--- config.mk ---
export PLATFORM = sky130hd
export DESIGN_NAME = alu_rr_scheduler
export DESIGN_NICKNAME = d
export VERILOG_FILES = /design/src/rtl/alu_rr_scheduler.sv
export SDC_FILE = /design/constraint.sdc
export NUM_CORES = 1
export LEC_CHECK = 0
export ABC_CLOCK_PERIOD_IN_PS = 3600
export CAP_MARGIN = 20
export CORE_ASPECT_RATIO = 0.75
export CORE_MARGIN = 2
export CORE_UTILIZATION = 30
export DETAILED_ROUTE_END_ITERATION = 7
export PLACE_DENSITY = 0.61
export SLEW_MARGIN = 20
export SYNTH_ARGS = -nofsm -noshare
export SYNTH_HDL_FRONTEND = slang
export SYNTH_SLANG_ARGS = --single-unit
--- constraint.sdc ---
create_clock -name clk -period 3.6 [get_ports clk]
set_input_delay 0.72 -clock clk [delete_from_list [all_inputs] [get_ports clk]]
set_output_delay 0.72 -clock clk [all_outputs]
set_load 0.01 [all_outputs]
--- src/rtl/alu_rr_scheduler.sv ---
// rtl/alu_rr_scheduler.sv - round-robin arbiter sharing one combinational ALU between requesters
module alu_rr_scheduler #(
    parameter int NUM_REQ = 4,
    parameter int ID_W    = 2,
    parameter int WIDTH   = 4
) (
    input  logic                     clk,
    input  logic                     rst_n,
    input  logic [NUM_REQ-1:0]       req_valid,
    output logic [NUM_REQ-1:0]       req_ready,
    input  logic [NUM_REQ*WIDTH-1:0] req_a,
    input  logic [NUM_REQ*WIDTH-1:0] req_b,
    input  logic [NUM_REQ*2-1:0]     req_sel,
    output logic [WIDTH-1:0]         alu_a,
    output logic [WIDTH-1:0]         alu_b,
    output logic [1:0]               alu_sel,
    input  logic [WIDTH-1:0]         alu_out,
    input  logic [4:0]               alu_flags,
    output logic                     resp_valid,
    input  logic                     resp_ready,
    output logic [ID_W-1:0]          resp_id,
    output logic [WIDTH-1:0]         resp_out,
    output logic [4:0]               resp_flags,
    output logic                     busy
);

    typedef enum logic [1:0] {
        IDLE = 2'b00,
        EXEC = 2'b01,
        DONE = 2'b10
    } state_t;

    localparam logic [ID_W:0] NREQ = (ID_W+1)'(NUM_REQ);

    state_t            state_q, state_d;
    logic [ID_W-1:0]   last_grant_q, last_grant_d;
    logic [WIDTH-1:0]  alu_a_q, alu_a_d;
    logic [WIDTH-1:0]  alu_b_q, alu_b_d;
    logic [1:0]        alu_sel_q, alu_sel_d;
    logic [ID_W-1:0]   resp_id_q, resp_id_d;
    logic [WIDTH-1:0]  resp_out_q, resp_out_d;
    logic [4:0]        resp_flags_q, resp_flags_d;
    logic              resp_valid_q, resp_valid_d;

    logic              found;
    logic [ID_W-1:0]   winner;
    logic [ID_W:0]     cand;
    logic [WIDTH-1:0]  win_a, win_b;
    logic [1:0]        win_sel;

    // Scan starts one past the last grant and wraps, so every requester is reached within NUM_REQ steps.
    always_comb begin
        found  = 1'b0;
        winner = last_grant_q;
        cand   = '0;
        for (int k = 1; k <= NUM_REQ; k++) begin
            cand = {1'b0, last_grant_q} + (ID_W+1)'(k);
            if (cand >= NREQ) cand = cand - NREQ;
            for (int i = 0; i < NUM_REQ; i++) begin
                if (!found && req_valid[i] && cand == (ID_W+1)'(i)) begin
                    found  = 1'b1;
                    winner = ID_W'(i);
                end
            end
        end
    end

    always_comb begin
        win_a   = '0;
        win_b   = '0;
        win_sel = '0;
        for (int i = 0; i < NUM_REQ; i++) begin
            if (winner == ID_W'(i)) begin
                win_a   = req_a[i*WIDTH +: WIDTH];
                win_b   = req_b[i*WIDTH +: WIDTH];
                win_sel = req_sel[i*2 +: 2];
            end
        end
    end

    always_comb begin
        req_ready = '0;
        for (int i = 0; i < NUM_REQ; i++) begin
            req_ready[i] = rst_n && (state_q == IDLE) && found && (winner == ID_W'(i));
        end
    end

    always_comb begin
        state_d      = state_q;
        last_grant_d = last_grant_q;
        alu_a_d      = alu_a_q;
        alu_b_d      = alu_b_q;
        alu_sel_d    = alu_sel_q;
        resp_id_d    = resp_id_q;
        resp_out_d   = resp_out_q;
        resp_flags_d = resp_flags_q;
        resp_valid_d = resp_valid_q;
        case (state_q)
            IDLE: begin
                if (found) begin
                    alu_a_d      = win_a;
                    alu_b_d      = win_b;
                    alu_sel_d    = win_sel;
                    resp_id_d    = winner;
                    last_grant_d = winner;
                    state_d      = EXEC;
                end
            end
            EXEC: begin
                resp_out_d   = alu_out;
                resp_flags_d = alu_flags;
                resp_valid_d = 1'b1;
                state_d      = DONE;
            end
            DONE: begin
                if (resp_ready) begin
                    resp_valid_d = 1'b0;
                    state_d      = IDLE;
                end
            end
            default: begin
                resp_valid_d = 1'b0;
                state_d      = IDLE;
            end
        endcase
    end

    always_ff @(posedge clk or negedge rst_n) begin
        if (!rst_n) begin
            state_q      <= IDLE;
            last_grant_q <= ID_W'(NUM_REQ-1);
            alu_a_q      <= '0;
            alu_b_q      <= '0;
            alu_sel_q    <= '0;
            resp_id_q    <= '0;
            resp_out_q   <= '0;
            resp_flags_q <= '0;
            resp_valid_q <= 1'b0;
        end else begin
            state_q      <= state_d;
            last_grant_q <= last_grant_d;
            alu_a_q      <= alu_a_d;
            alu_b_q      <= alu_b_d;
            alu_sel_q    <= alu_sel_d;
            resp_id_q    <= resp_id_d;
            resp_out_q   <= resp_out_d;
            resp_flags_q <= resp_flags_d;
            resp_valid_q <= resp_valid_d;
        end
    end

    assign alu_a      = alu_a_q;
    assign alu_b      = alu_b_q;
    assign alu_sel    = alu_sel_q;
    assign resp_id    = resp_id_q;
    assign resp_out   = resp_out_q;
    assign resp_flags = resp_flags_q;
    assign resp_valid = resp_valid_q;
    assign busy       = (state_q != IDLE);

endmodule
# Yosys cells after proc, flatten, opt, wreduce, memory -nomap -nowiden
# Cells that the tools add are included.
# Widths: inputs -> output; s select.
[word_totals] regBits=26 input_bits=56 elab_cells=156
[op_classes] n_addsub=8 magnitude_cmp=4 eq_ne=19 muxes=53 n_bitwise=1 reduce_logical=62
[op_table] op="$mux 2" count=22
[op_table] op="$logic_and 1x1->1" count=37
[op_table] op="$mux 4" count=8
[op_table] op="$eq 3x2->1 const B" count=8
[op_table] op="$mux 1" count=17
[op_table] op="$logic_not 1->1" count=15
[op_table] op="$eq 3x1->1 const B" count=4
[op_table] op="$ge 3x3->1 const B" count=4
[op_table] op="$logic_not 3->1" count=4
[op_table] op="$mux 3" count=4
[op_table] op="$sub 3x3->3 const B" count=4
[op_table] op="$add 2x2->3 const B" count=2
[op_table] op="$eq 2x2->1 const B" count=3
[op_table] op="$pmux 2 s3" count=1
[op_table] op="$reduce_and 2->1" count=3
[op_table] op="$eq 2x1->1 const B" count=2
[op_table] op="$logic_not 2->1" count=2
[op_table] op="$ne 2x2->1 const B" count=2
[op_table] op="$add 2x1->3 const B" count=1
[op_table] op="$add 2x3->3 const B" count=1
[op_table] op="$pmux 1 s3" count=1
[op_table] op="$reduce_bool 2->1" count=1
[op_table] op="$not 1->1" count=1

# Logic depth before layout (Yosys ltp)
[logic_depth] depth_word=71 mapped_depth=7 ltp_nobuf=5

# Worst setup path after synthesis
# Ideal clock, no wire load.
[synth_timing] path_kind="in2out" start="in req_valid[0]" end="out req_ready[2]" arrival_ps=1667 required_time_ps=2880 slack_ps=1213 stages=7 n_path_buf=2 path_cell_list="nor2_1 a21o_1 buf_4 inv_2 buf_4 nand2_1 nor3_1"
[synth_between] elab_chain_cells=64 elab_cells_between_ends=81
[synth_lines] element="start, declared" line="9" rtl="input logic [NUM_REQ-1:0] req_valid,"
[synth_lines] element="$logic_and 1x1->1" line="60" rtl="if (!found && req_valid[i] && cand == (ID_W+1)'(i)) begin"
[synth_lines] element="$mux 1" line="60"
[synth_lines] element="$logic_not 1->1" line="60"
[synth_lines] element="$logic_and 1x1->1 (2 in series)" line="60"
[synth_lines] element="$mux 1" line="60"
[synth_lines] element="$logic_not 1->1" line="60"
[synth_lines] element="$logic_and 1x1->1 (2 in series)" line="60"
[synth_lines] element="$mux 1" line="60"
[synth_lines] element="[... 44 more ...]"
[synth_lines] element="$logic_not 1->1" line="60"
[synth_lines] element="$logic_and 1x1->1 (2 in series)" line="60"
[synth_lines] element="$mux 1" line="60"
[synth_lines] element="$logic_not 1->1" line="60"
[synth_lines] element="$logic_and 1x1->1 (2 in series)" line="60"
[synth_lines] element="$mux 2 / $mux 1 (equally long branches)" line="60"
[synth_lines] element="$eq 2x2->1 / $logic_and 1x1->1 (equally long branches)" line="84" rtl="req_ready[i] = rst_n && (state_q == IDLE) && found && (winner == ID_W'(i));"
[synth_lines] element="$logic_and 1x1->1 *" line="84"
[synth_lines] element="end, declared" line="10" rtl="output logic [NUM_REQ-1:0] req_ready,"
# Every way passes the cells marked *; elsewhere a longest branch is shown, timed or not.

# Worst setup path in the final report
[layout_timing] start="in req_valid[1]" end="out req_ready[3]"
[layout_between] elab_chain_cells=61 elab_cells_between_ends=77
[layout_lines] element="$logic_and 1x1->1 (2 in series)" line="60"
[layout_lines] element="$mux 1" line="60"
[layout_lines] element="$logic_not 1->1" line="60"
[layout_lines] element="$logic_and 1x1->1 (2 in series)" line="60"
[layout_lines] element="$mux 1" line="60"
[layout_lines] element="$logic_not 1->1" line="60"
[layout_lines] element="$logic_and 1x1->1 (2 in series)" line="60"
[layout_lines] element="$mux 1" line="60"
[layout_lines] element="[... 40 more ...]"
[layout_lines] element="$logic_not 1->1" line="60"
[layout_lines] element="$logic_and 1x1->1 (2 in series)" line="60"
[layout_lines] element="$mux 1" line="60"
[layout_lines] element="$logic_not 1->1" line="60"
[layout_lines] element="$logic_and 1x1->1 (2 in series)" line="60"
[layout_lines] element="$mux 2 / $mux 1 (equally long branches)" line="60"
[layout_lines] element="$eq 2x2->1 / $logic_and 1x1->1 (equally long branches)" line="84"
[layout_lines] element="$logic_and 1x1->1 *" line="84"
# Marked as above.

==> reports/metrics.sh <==
TIMING.CRITICAL_PATH.FROM_TYPE='input port'
DRIVE_GT1_SHARE_PCT=14.2
GRT_MOST_USED_LAYER='met2'
USE_MET3_PCT=4.52
POSTSYNTHREGISTERBITS=26
GLOBALROUTE.TOTALOVERFLOW=0
HTREE_NUM_LEVELS=1
INITIALDRTVIOLATIONCOUNT=114
PLACEABLECOREAREA_SQ_UM=4840
CRITICAL_PATH.CELL_CHAIN='clkdlybuf4s50_1, nand2_1, a21oi_2, nor3_4, nor3_1, clkdlybuf4s50_1'
RUN_STATUS='finished, final reports clean'
CHIPHEIGHT_UM=65.3
GROUTE.USAGE.OVERALL_PCT=17.1
TIGHTESTPINTRANSITION_NS=0.854
CP-END-KIND='output pin'
REG_CLK_SLEW_REPORTED_PATHS_NS=0.09
FINALWEIGHTEDCONGESTION=0.753
WORST_IR_DROP_VDD_mV=0.385
VIAS_PER_CELL=4.99
POST_CTS.REPAIR.SETUP_BUFFERS=0
INITIAL_UTILIZATION_PCT=31.0
CELL_WITH_THE_BIGGEST_INDIVIDUAL_DELAY_ON_THE_CRITICAL_PATH='sky130_fd_sc_hd__clkdlybuf4s50_1'
FINCLKSKEW_NS=0.00416
HP-START='resp_id[1]'
SYN_INST=148
RRSETUPSLACK_NS=1.79
SYNTHMUXAREASHARE_PCT=9.42
YOSYSUNIQUECELLTYPES=41
NUMBER_OF_HOLD_VIOLATIONS_IN_THE_FINAL_REPORT=0
SETUP_TNS_NS=0
POSTSYNTHAREAPERCELL_SQ_UM=10.1
PLACEMENT_ROWS=22
YOSYS.AREA_SHARE.SIMPLE_PCT=20.3
CTSHOLDBUFFERS=0
CLOCK_LATENCY_NS=0.27
DR.PASS1.ITERS=4
POST_SYNTH_MAIN_AREA_CONTRIBUTORS='sky130_fd_sc_hd__dfrtp_1 (40%), sky130_fd_sc_hd__mux2_2 (6.8%), sky130_fd_sc_hd__nor3_1 (5.0%), sky130_fd_sc_hd__o31ai_1 (5.0%), sky130_fd_sc_hd__nand2_1 (4.0%)'
COUNT_OF_FINAL_MAX_SLEW_CHECK_FAILURES=0
SYNTH_FA_HA_AREA_SHARE_PCT=0
CRIT-REG2REG-LAUNCH='last_grant_q[1]'
AREA_GROWTH_PCT=62.5
CRITPATHMOSTFREQUENTCELL='sky130_fd_sc_hd__clkdlybuf4s50_1'
ROUTED_WL_UM=4440
FINALSETUPVIOLCOUNT=0
CTS.SINK_COUNT=26
WORST_PATH_LARGEST_CELL_DELAY_NS=0.60
DETAIL-ROUTE-ANTENNA-NETS=0
HOLD_PATH_CLASS='flip-flop to flip-flop'
WORST-ENDPOINT-REQUIRED_NS=2.88
NUMBER_OF_SYNTHESIS_WARNINGS=0
WORST_R2R_ENDPOINT='alu_a[3]'
MIN_PERIOD_NS=3.40
VIA_COUNT=1458
HIGHEST_CLOCK_RATE_MHz=295
FRACTION_OF_THE_CORE_AREA_COVERED_BY_CELLS_AT_THE_END_OF_THE_FLOW_PCT=50.4
FINALNETCOUNT=289
MAX_SLEW_MARGIN_PCT=42.9
STDCELL_COUNT=292
SYNTH-MAIN-FF-CELL='sky130_fd_sc_hd__dfrtp_1'
SYNTH_SEQUENTIAL_AREA_RATIO_PCT=43.5
CRITICAL_PATH.MAX_FANOUT=9
DIEAREA_SQ_UM=5590
POWER.STATIC_LEAKAGE_nW=0.980
GRT_START_MAX_NET_PINS=27
CTS-ROOT-BUF='sky130_fd_sc_hd__clkbuf_8'
PATH_CLASS='input port to output pin'
PLACE.DETAILED.INSTANCES=288
SYNTHDOMINANTCELLAREASHARE_PCT=40.0
MAPPED_NETS=204
CTS_INSERTED_BUFFERS=3
TRITONCTS='done'
SYNTH_TOP_FAMILY_BY_AREA='simple AND/OR/NAND/NOR gates'
PORT_BUFFERS=82
SYNTH_LARGEST_AREA_CELL='sky130_fd_sc_hd__dfrtp_1'
SYNTH_ENABLE_FLOP_CELLS=0
DRCVIOLATIONCOUNT=0
HOLD_PATH_DEPTH=1
PRE_CTS_WS_NS=0.200
RSZ0062_AT_GRT='no'
GRT.MET2_USAGE_PCT=27.1
POSTSYNTH.ASYNCRESETSHARE_PCT=100
DIODES=0
SYNTH_COMPOUND_AREA_SHARE_PCT=20.3
WIRE_LENGTH_PER_CELL_AFTER_DETAILED_ROUTING_UM=15.2
CHIP_WIDTH_UM=85.7
ANTENNA_FOUND_INITIAL=0
GRT_PASS1_VIAS=1500
IOPINCOUNT=83
R2R.WORST_PATH.CELLS=5
NETLIST_AREA_SQ_UM=1500
POST_SYNTH_MOST_FREQUENT_CELLS='sky130_fd_sc_hd__dfrtp_1 (24), sky130_fd_sc_hd__nand2_1 (16), sky130_fd_sc_hd__nor3_1 (15), sky130_fd_sc_hd__o31ai_1 (10)'
POWERDENSITY_nW_PER_UM2=782
POSTCTSRESIZEDCELLS=0
FILLERS=481
HOLD_ENDPOINT='resp_id[1]'
SYNTH_XOR_AREA_SHARE_PCT=0
PLACE_HPWL_UM=3360
TIMING.FINAL.CRIT_SHARE_PCT=94.3
SYNTHMOSTINSTANTIATEDCELL='sky130_fd_sc_hd__dfrtp_1'
GR-USAGE-MET1_PCT=24.7
SETUP_WS_NS=0.205
WIRE_LENGTH_OF_THE_FIRST_GLOBAL_ROUTING_PASS_UM=7540
MAXIMUM_CLOCK_INSERTION_BUFFER_COUNT=2
CAP_VIOLATIONS=0
ARRIVAL_NS=2.68
## critical path: cells and delay by family
| kind | cells | cell delay (ns) |
|---|---|---|
| AO/OA/AOI/OAI | 1 | 0.31 |
| buffers and inverters | 2 | 1.16 |
| AND/OR/NAND/NOR | 3 | 0.48 |
## layer usage
layer / vias to the layer above / share of wire [%]
met4: 0 / 0
met2: 59 / 44
li1: 720 / -
met5: - / 0
met3: 0 / 7.9
met1: 679 / 48
## stage by stage
stage | hold slack [ns] | cell area, sq um | power (mW)
after floorplan | 0.424 | 1500 | 1.21
after global placement | 0.467 | 2370 | 1.68
after detailed placement | 0.472 | 2370 | 1.68
after CTS | 0.497 | 2440 | 1.94
after global routing | 0.516 | 2440 | 2.06
final | 0.490 | 2440 | 1.91
## cells by family (layout without fill, tap and decap cells)
family                 count (synthesis)  count (layout)
AOI/OAI and AO/OA                     39              39
buffers and inverters                 12              96
DFF                                   26              26
muxes                                 13              13
and+or+nand+nor                       58              58
## sequential cells by signal, summed over array words and instances, names as in the netlist
| signal | count |
|---|---|
| resp_flags | 5 |
| alu_a | 4 |
| alu_sel | 2 |
| resp_valid | 1 |
| state_q | 2 |
| alu_b | 4 |
| resp_out | 4 |
| last_grant_q | 2 |
| resp_id | 2 |
## how the worst max path moves through the flow
stage                 start      endpoint  slack [ns]  cells after the start
2_1_floorplan  req_valid[0]  req_ready[2]        1.21                      7
3_3_place_gp   req_valid[1]  req_ready[3]        0.24                      6
3_5_place_dp   req_valid[1]  req_ready[3]        0.20                      6
4_1_cts        req_valid[1]  req_ready[3]        0.18                      6
5_1_grt        req_valid[1]  req_ready[3]        0.08                      6
6_report       req_valid[1]  req_ready[3]        0.20                      6
## power breakdown
group,total [mW],leakage (nW),internal [mW],switching [mW]
Sequential,0.548,0.307,0.453,0.0944
Combinational,1.11,0.638,0.596,0.516
Clock,0.248,0.0357,0.149,0.0991
Total,1.91,0.980,1.20,0.710
## cell usage in the layout, fill, tap and decap left out, types with 6 or more instances in the layout
cell type and n:
sky130_fd_sc_hd__nor3_1 15, sky130_fd_sc_hd__dfrtp_1 24, sky130_fd_sc_hd__buf_4 8, sky130_fd_sc_hd__o31ai_1 10
sky130_fd_sc_hd__mux2_2 9, sky130_fd_sc_hd__nand2_1 16, sky130_fd_sc_hd__o221ai_1 6, sky130_fd_sc_hd__nor2_1 9
sky130_fd_sc_hd__clkdlybuf4s50_1 82
## area by class of cell
type / count / area [sq um] / share of cell area (%)
Timing Repair Buffer: 90 / 881 / 36.1
Multi-Input combinational cell: 110 / 752 / 30.8
Sequential cell: 26 / 653 / 26.8
Tap cell: 60 / 75.1 / 3.08
Clock buffer: 3 / 41.3 / 1.69
Clock inverter: 1 / 30.0 / 1.23
Inverter: 2 / 7.51 / 0.308
No activity file was read; power rests on OpenSTA's default activity.
